$ cat config.mk
export PLATFORM = sky130hd
export DESIGN_NAME = par8_master
export DESIGN_NICKNAME = d
export VERILOG_FILES = /design/src/rtl/par8_master.sv
export SDC_FILE = /design/constraint.sdc
export NUM_CORES = 1
export LEC_CHECK = 0
export ABC_AREA = 1
export CAP_MARGIN = 20
export CORE_UTILIZATION = 26
export DETAILED_ROUTE_END_ITERATION = 7
export HOLD_SLACK_MARGIN = 0.05
export PLACE_DENSITY = 0.56
export RECOVER_POWER = 100
export SLEW_MARGIN = 10
export SYNTH_ARGS = -nofsm -noshare
export SYNTH_HDL_FRONTEND = slang
export SYNTH_SLANG_ARGS = --single-unit
export TNS_END_PERCENT = 50
$ cat constraint.sdc
create_clock -name clk -period 2.05 [get_ports clk]
set_clock_uncertainty 0.15 [all_clocks]
set_input_delay 0.3075 -clock clk [delete_from_list [all_inputs] [get_ports clk]]
set_output_delay 0.3075 -clock clk [all_outputs]
set_load 0.05 [all_outputs]
$ cat src/rtl/par8_master.sv
// -----------------------------------------------------------------------------
// par8_master
//   Master end of the 8-bit parallel bus. Takes single-byte read/write
//   commands from a host and runs each one as a full bus_clk period. Each
//   bus_clk half-period is CLK_DIV clk cycles long. When the bus direction
//   changes, TURN_CYCLES idle cycles are inserted first, so that the master
//   and the slave never drive bus_data at the same time. The slave status
//   lines bus_done and bus_match are synchronized into the clk domain.
//
// Ports
//   clk           in   system clock
//   reset         in   asynchronous reset, active low
//   cmd_valid     in   host command present
//   cmd_rnw       in   1 = read one byte, 0 = write cmd_data
//   cmd_data      in   [7:0] write byte
//   cmd_ready     out  command accepted when cmd_valid & cmd_ready (state IDLE)
//   rd_data       out  [7:0] byte captured on a read
//   rd_valid      out  one-cycle pulse that qualifies rd_data
//   busy          out  high while a transfer or turnaround is in progress
//   bus_clk       out  bus strobe
//   bus_rnw       out  bus direction, from the master's point of view
//   bus_data_out  out  [7:0] master write data
//   bus_data_oe   out  tri-state enable for bus_data_out
//   bus_data_in   in   [7:0] slave-driven data
//   bus_done      in   asynchronous status from the slave
//   bus_match     in   asynchronous status from the slave
//   done_sync     out  bus_done after a 2-flop synchronizer
//   match_sync    out  bus_match after a 2-flop synchronizer
//   done_rise     out  one-cycle pulse on a 0->1 transition of done_sync
// -----------------------------------------------------------------------------
module par8_master #(
  parameter int CLK_DIV     = 4,
  parameter int TURN_CYCLES = 4
) (
  input  logic       clk,
  input  logic       reset,
  input  logic       cmd_valid,
  input  logic       cmd_rnw,
  input  logic [7:0] cmd_data,
  output logic       cmd_ready,
  output logic [7:0] rd_data,
  output logic       rd_valid,
  output logic       busy,
  output logic       bus_clk,
  output logic       bus_rnw,
  output logic [7:0] bus_data_out,
  output logic       bus_data_oe,
  input  logic [7:0] bus_data_in,
  input  logic       bus_done,
  input  logic       bus_match,
  output logic       done_sync,
  output logic       match_sync,
  output logic       done_rise
);

  // The counter is loaded with (length - 1), so it only has to hold MAXC-1.
  localparam int MAXC = (CLK_DIV > TURN_CYCLES) ? CLK_DIV : TURN_CYCLES;
  localparam int CW   = (MAXC > 1) ? $clog2(MAXC) : 1;

  localparam logic [CW-1:0] LP_DIV_LOAD  = CW'(CLK_DIV - 1);
  localparam logic [CW-1:0] LP_TURN_LOAD = CW'(TURN_CYCLES - 1);
  localparam logic [CW-1:0] LP_ZERO      = CW'(0);
  localparam logic [CW-1:0] LP_ONE       = CW'(1);

  typedef enum logic [1:0] {
    S_IDLE = 2'd0,
    S_TURN = 2'd1,
    S_LOW  = 2'd2,
    S_HIGH = 2'd3
  } state_t;

  state_t          r_state,  w_state_nxt;
  logic [CW-1:0]   r_cnt,    w_cnt_nxt;
  logic            r_rnw_lat, w_rnw_lat_nxt;
  logic [7:0]      r_byte_lat, w_byte_lat_nxt;
  logic            r_bus_clk, w_bus_clk_nxt;
  logic            r_bus_rnw, w_bus_rnw_nxt;
  logic [7:0]      r_bus_data_out, w_bus_data_out_nxt;
  logic            r_bus_oe, w_bus_oe_nxt;
  logic [7:0]      r_rd_data, w_rd_data_nxt;
  logic            r_rd_valid, w_rd_valid_nxt;
  logic            r_busy, w_busy_nxt;

  logic            r_done_meta, r_done_sync, r_done_rise;
  logic            r_match_meta, r_match_sync;

  // Next-state and next-output logic for the transfer FSM.
  always_comb begin
    w_state_nxt        = r_state;
    w_cnt_nxt          = r_cnt;
    w_rnw_lat_nxt      = r_rnw_lat;
    w_byte_lat_nxt     = r_byte_lat;
    w_bus_clk_nxt      = r_bus_clk;
    w_bus_rnw_nxt      = r_bus_rnw;
    w_bus_data_out_nxt = r_bus_data_out;
    w_bus_oe_nxt       = r_bus_oe;
    w_rd_data_nxt      = r_rd_data;
    w_rd_valid_nxt     = 1'b0;

    case (r_state)
      S_IDLE: begin
        if (cmd_valid) begin
          w_rnw_lat_nxt  = cmd_rnw;
          w_byte_lat_nxt = cmd_data;
          if (cmd_rnw == r_bus_rnw) begin
            w_state_nxt = S_LOW;
            w_cnt_nxt   = LP_DIV_LOAD;
            if (!cmd_rnw) begin
              w_bus_data_out_nxt = cmd_data;
              w_bus_oe_nxt       = 1'b1;
            end else begin
              w_bus_oe_nxt = 1'b0;
            end
          end else begin
            // Release whichever side currently owns the bus before turning.
            w_state_nxt = S_TURN;
            w_cnt_nxt   = LP_TURN_LOAD;
            if (cmd_rnw) begin
              w_bus_oe_nxt = 1'b0;
            end else begin
              w_bus_rnw_nxt = 1'b0;
            end
          end
        end else begin
          w_state_nxt = S_IDLE;
        end
      end

      S_TURN: begin
        if (r_cnt == LP_ZERO) begin
          w_state_nxt = S_LOW;
          w_cnt_nxt   = LP_DIV_LOAD;
          if (r_rnw_lat) begin
            w_bus_rnw_nxt = 1'b1;
          end else begin
            w_bus_data_out_nxt = r_byte_lat;
            w_bus_oe_nxt       = 1'b1;
          end
        end else begin
          w_cnt_nxt = r_cnt - LP_ONE;
        end
      end

      S_LOW: begin
        if (r_cnt == LP_ZERO) begin
          w_state_nxt   = S_HIGH;
          w_cnt_nxt     = LP_DIV_LOAD;
          w_bus_clk_nxt = 1'b1;
        end else begin
          w_cnt_nxt = r_cnt - LP_ONE;
        end
      end

      S_HIGH: begin
        if (r_cnt == LP_ZERO) begin
          w_state_nxt   = S_IDLE;
          w_bus_clk_nxt = 1'b0;
          if (r_rnw_lat) begin
            // The slave has had CLK_DIV-1 cycles since the rising edge to settle.
            w_rd_data_nxt  = bus_data_in;
            w_rd_valid_nxt = 1'b1;
          end else begin
            w_rd_valid_nxt = 1'b0;
          end
        end else begin
          w_cnt_nxt = r_cnt - LP_ONE;
        end
      end

      default: begin
        w_state_nxt   = S_IDLE;
        w_cnt_nxt     = LP_ZERO;
        w_bus_clk_nxt = 1'b0;
      end
    endcase

    w_busy_nxt = (w_state_nxt != S_IDLE);
  end

  // FSM state, counter and registered bus/host outputs.
  always_ff @(posedge clk or negedge reset) begin
    if (!reset) begin
      r_state        <= S_IDLE;
      r_cnt          <= LP_ZERO;
      r_rnw_lat      <= 1'b0;
      r_byte_lat     <= 8'h00;
      r_bus_clk      <= 1'b0;
      r_bus_rnw      <= 1'b0;
      r_bus_data_out <= 8'h00;
      r_bus_oe       <= 1'b0;
      r_rd_data      <= 8'h00;
      r_rd_valid     <= 1'b0;
      r_busy         <= 1'b0;
    end else begin
      r_state        <= w_state_nxt;
      r_cnt          <= w_cnt_nxt;
      r_rnw_lat      <= w_rnw_lat_nxt;
      r_byte_lat     <= w_byte_lat_nxt;
      r_bus_clk      <= w_bus_clk_nxt;
      r_bus_rnw      <= w_bus_rnw_nxt;
      r_bus_data_out <= w_bus_data_out_nxt;
      r_bus_oe       <= w_bus_oe_nxt;
      r_rd_data      <= w_rd_data_nxt;
      r_rd_valid     <= w_rd_valid_nxt;
      r_busy         <= w_busy_nxt;
    end
  end

  // Status synchronizers, independent of the FSM. done_rise is registered so
  // that it goes high in the same cycle as the first high cycle of done_sync.
  always_ff @(posedge clk or negedge reset) begin
    if (!reset) begin
      r_done_meta  <= 1'b0;
      r_done_sync  <= 1'b0;
      r_done_rise  <= 1'b0;
      r_match_meta <= 1'b0;
      r_match_sync <= 1'b0;
    end else begin
      r_done_meta  <= bus_done;
      r_done_sync  <= r_done_meta;
      r_done_rise  <= r_done_meta & ~r_done_sync;
      r_match_meta <= bus_match;
      r_match_sync <= r_match_meta;
    end
  end

  assign cmd_ready    = (r_state == S_IDLE);
  assign rd_data      = r_rd_data;
  assign rd_valid     = r_rd_valid;
  assign busy         = r_busy;
  assign bus_clk      = r_bus_clk;
  assign bus_rnw      = r_bus_rnw;
  assign bus_data_out = r_bus_data_out;
  assign bus_data_oe  = r_bus_oe;
  assign done_sync    = r_done_sync;
  assign match_sync   = r_match_sync;
  assign done_rise    = r_done_rise;

endmodule

==> results <==
- Entering global routing, the biggest net connects 27 pins.
- The synthesized net count is 241.
- In this run, the combinational gates consume 55.0% of the power.
- The half-perimeter wire length of the detailed placement result is about 2700 µm.
- The post-CTS repair timing setup buffer count is 0.
- The average via count per standard cell is 4.24.
- The routed wirelength normalized by instance count is 10.6 µm.
- The end point of the most critical hold path is match_sync$_DFF_PN0_.
- The hold slack is 203 ps.
- The first detailed-routing pass took 5 iterations.
- Net switching is 47.0% of the power.
- The worst-margin pin slew is 648 ps.
- The fraction of met1 tracks used by global routing is 14.3%.
- The total clock buffers created by CTS is 5.
- The number of cells in the finished layout apart from fillers is between 300 and 400.
- The number of global-route vias before repair is 1402.
- The worst-case IR drop observed on VDD is 0.589 mV.
- After synthesis, the netlist uses 16 different library cells.
- The endpoint identified for the worst register-to-register timing path is bus_data_out[4]$_DFFE_PN0P_.
- Walking the worst path, the cells encountered are dlygate4sd3_1.
- Along the worst hold path, the cell count comes to 0.
- The most used standard cell by instance count after synthesis is sky130_fd_sc_hd__nand2_1.
- At the end of routability-driven placement, the weighted congestion stood at 0.773.
- On the worst path, the slowest cell contributes a delay of 870 ps.
- The total power density per cell area is between 1500 and 2000 nW/µm².
- In this run the tightest slew margin relative to its limit is between 50% and 60%.
- By area the synthesized netlist is led by sky130_fd_sc_hd__dfrtp_1 (54%), sky130_fd_sc_hd__nand2_1 (15%), sky130_fd_sc_hd__o21ai_0 (6.4%).
- After routing the design area is 2460 µm².
- The number of max-cap violations is 0.
- The number of input and output port buffers inserted is 46.
- For this block, the routed nets add up to 3630 µm of wire.
- The number of antenna violations at the first check in global routing is 0.
- The critical path is of the register to output port type.
- Setup repair after global routing left no endpoint under its margin.
- For met2 alone, demand over resource in global routing was between 15 and 20%.
- The met3 layer usage reported by global route is 4.38%.
- 47 I/O pins were placed.
- The buffering stage count on the worst path with inverters included is 1.
- In this run the cell area of the synthesized design comes to 1800 µm².
- The cell type of the slowest stage on the worst timing path is sky130_fd_sc_hd__dlygate4sd3_1.
- The max-slew violation count came to 0.
- Yosys mapped a number of flops with a built-in enable equal to 0.
- In this run, flip-flops and latches consume between 30% and 40% of the power.
- Broken down by cell family, the worst path's largest delay share belongs to buffers and inverters.
- The register clock-pin slew on the reported worst setup and hold paths is 80 ps.
- The residual antenna-violating net count after detailed routing is 0.
- The number of sinks handled by clock tree synthesis is 39.
- The number of design rule violations left after detail routing is 0.
- Data arrives at the worst endpoint at 1510 ps.
- The die covers roughly 7300 µm².
- No sink is reached through more buffers than the 2 on the longest clock path.
- Synthesis inferred 39 register bits.
- 0 antenna diodes ended up in the layout.
- Along the worst path, the maximum fanout reaches 2.
- The warning count from the yosys run is 0.
- The proportion of layout cells with a drive suffix above 1 is 7.49%.
- The required time at the endpoint of the critical path is 1590 ps.
- In the final timing run, aggregate negative setup slack is 0 ps.
- After detailed placement, the total cell area comes to 2370 µm².
- The violation count after the first detailed-route iteration is 63.
- The share of the clock period used by the worst path after layout is 95.9%.
- Counting instances in the post-synthesis netlist gives the leading cell types as sky130_fd_sc_hd__nand2_1 (71), sky130_fd_sc_hd__dfrtp_1 (39), sky130_fd_sc_hd__inv_1 (23), sky130_fd_sc_hd__o21ai_0 (23), sky130_fd_sc_hd__nor2_1 (15).
- The clock network power share is 14.8%.
- The later pin in the worst-skew pair is clocked with a latency of 280 ps.
- The first global-routing pass estimated around 6400 µm of wire.
- In this run the mean area of a mapped cell was 8.51 µm².
- The instance count of the mapped netlist is 212.
- The area share of the leading cell type in the synthesized netlist is between 50% and 60%.
- The setup slack of the worst register-to-register path is 220 ps.
- The core region area is 6530 µm².
- The upper clock frequency limit is 509 MHz.
- For this design the static power due to leakage is ~1.2 nW.
- Total power for the finished layout comes to 4.15 mW.
- The launch instance of the worst min-delay path is r_match_meta$_DFF_PN0_.
- CTS built an H-tree with a depth of 2.
- The async set-or-reset flop fraction in the synthesized netlist is 100%.
- The x dimension of the die is 85.3 µm.
- The class of the tightest hold or removal check is register to register.
- The placement row count is 29.
- Measured in cells, the most critical reg-to-reg path has a length of 9.
- The critical path capture point type is an output port.
- Counting tap cells, the placed design contains a total of 336 instances.
- The global routing usage summed across all routing layers is 11.2%.
- The worst register-to-register path begins at r_state[0]$_DFF_PN0_.
- The number of nets in the final layout is about 300.
- The count of endpoints failing setup in the final report is 0.
- The share of the Yosys chip area taken by registers is 54.1%.
- From bottom edge to top edge, the die measures between 80 and 90 µm.
- The global route total overflow is 0.
- The dominant cell type by area after synthesis is sky130_fd_sc_hd__dfrtp_1.
- The initial utilization of the core area, before any placement, comes to 27.6%.
- The critical path launch point type is a register.
- Counting the fill cells in the layout gives approximately 700.
- The count of final hold-check violations was 0.
- Cell internal power was estimated by the tool at 2.20 mW.
- The flow ran to the end, and the final reports show no timing, DRC or antenna violations.
- Summing over every cut layer, the via total after detailed routing is 1459.
- The synthesis-to-finish area growth is 36.6%.
- The post-layout minimum cycle time is 1970 ps.
- The net switching power is a little under 2 mW.
- After global routing, the most crowded layer is met2.
- The tree is rooted in a sky130_fd_sc_hd__clkbuf_8.
- The flip-flop cell with the highest count after synthesis is sky130_fd_sc_hd__dfrtp_1.
- TritonCTS built the clock tree.
-- cells in the final DEF (no fill, tap or decap), drive strengths merged --
cell / Yosys / layout
nand2: 80 / 80
dfrtp: 39 / 39
clkdlybuf4s50: 0 / 32
inv: 27 / 27
o21ai: 23 / 23
nor2: 16 / 16
dlygate4sd3: 0 / 13
nand3: 12 / 12
clkbuf: 1 / 9
ha: 7 / 7
a21oi: 4 / 4
buf: 2 / 3
or2: 1 / 1
bufinv: 0 / 1
-- state kept, by name, indices dropped and copies added, names as in the netlist --
name / flops
match_sync: 1
rd_data: 8
r_state: 2
done_rise: 1
busy: 1
bus_data_oe: 1
r_rnw_lat: 1
bus_clk: 1
r_match_meta: 1
r_byte_lat: 8
done_sync: 1
bus_rnw: 1
rd_valid: 1
bus_data_out: 8
r_cnt: 2
r_done_meta: 1
-- kinds of logic (layout without fill, tap and decap cells) --
logic type                 after synthesis  count (layout)  synth area share (%)
and+or+nand+nor                        109             109                  26.6
adders and majority gates                7               7                  4.85
DFF                                     39              39                  54.1
AOI/OAI and AO/OA                       27              27                  7.49
buffers and inverters                   30              85                  6.93
-- final cells by class --
class,instances,area [µm²],share of cell area [%]
inverters,27,101,4.11
clock inverters,1,30.0,1.22
flip-flops and latches,39,976,39.6
well taps,77,96.3,3.91
repair buffers,51,498,20.2
multi-input cells,143,691,28.0
clock buffers,6,72.6,2.94
-- metrics by stage --
step	util (%)	setup slack (ps)
global route	37.7	38.7
floorplan	-	147
finish	37.7	83.7
CTS	38.0	112
global placement	36.3	46.5
detailed placement	36.3	-6.24
-- worst register-to-register path, stage by stage, from the launching register on --
cell	delay [ps]
sky130_fd_sc_hd__dfrtp_1	410
sky130_fd_sc_hd__inv_1	140
sky130_fd_sc_hd__ha_1	390
sky130_fd_sc_hd__inv_2	60
sky130_fd_sc_hd__nand2_1	110
sky130_fd_sc_hd__nand2_4	80
sky130_fd_sc_hd__nor2_8	140
sky130_fd_sc_hd__nand2_2	120
sky130_fd_sc_hd__nand2_1	80
sky130_fd_sc_hd__nand2_1	50
-- power groups by stage --
stage / Clock [mW] / Combinational (mW) / Sequential, mW
after detailed placement: 0 / 2.35 / 1.27
after global routing: 0.680 / 2.50 / 1.30
after CTS: 0.639 / 2.36 / 1.26
after floorplan: 0 / 1.06 / 1.88
after global placement: 0 / 2.33 / 1.27
final: 0.616 / 2.28 / 1.25
-- per-layer routing --
| metal | routed length [µm] | up-vias |
|---|---|---|
| met3 | 251 | 2 |
| li1 | - | 765 |
| met5 | 0 | - |
| met2 | 1620 | 40 |
| met1 | 1740 | 652 |
| met4 | 23 | 0 |
-- worst max path at each step --
stage | start | endpoint | cells past startpoint
final | bus_data_out[5]$_DFFE_PN0P_ | bus_data_out[5] | 1
after global routing | bus_data_out[4]$_DFFE_PN0P_ | bus_data_out[4] | 1
after CTS | bus_rnw$_DFFE_PN0P_ | bus_rnw | 1
after detailed placement | cmd_rnw | bus_data_out[4]$_DFFE_PN0P_ | 9
after global placement | cmd_rnw | bus_data_out[5]$_DFFE_PN0P_ | 9
after floorplan | r_state[0]$_DFF_PN0_ | bus_data_out[0]$_DFFE_PN0P_ | 9
-- timing repair --
| item | 4_1_cts | 5_1_grt |
|---|---|---|
| resized for setup | 0 | 0 |
| hold endpoints to repair | 24 | 0 |
| hold buffers | 1 | 0 |
(Power assumes the default switching activity.)
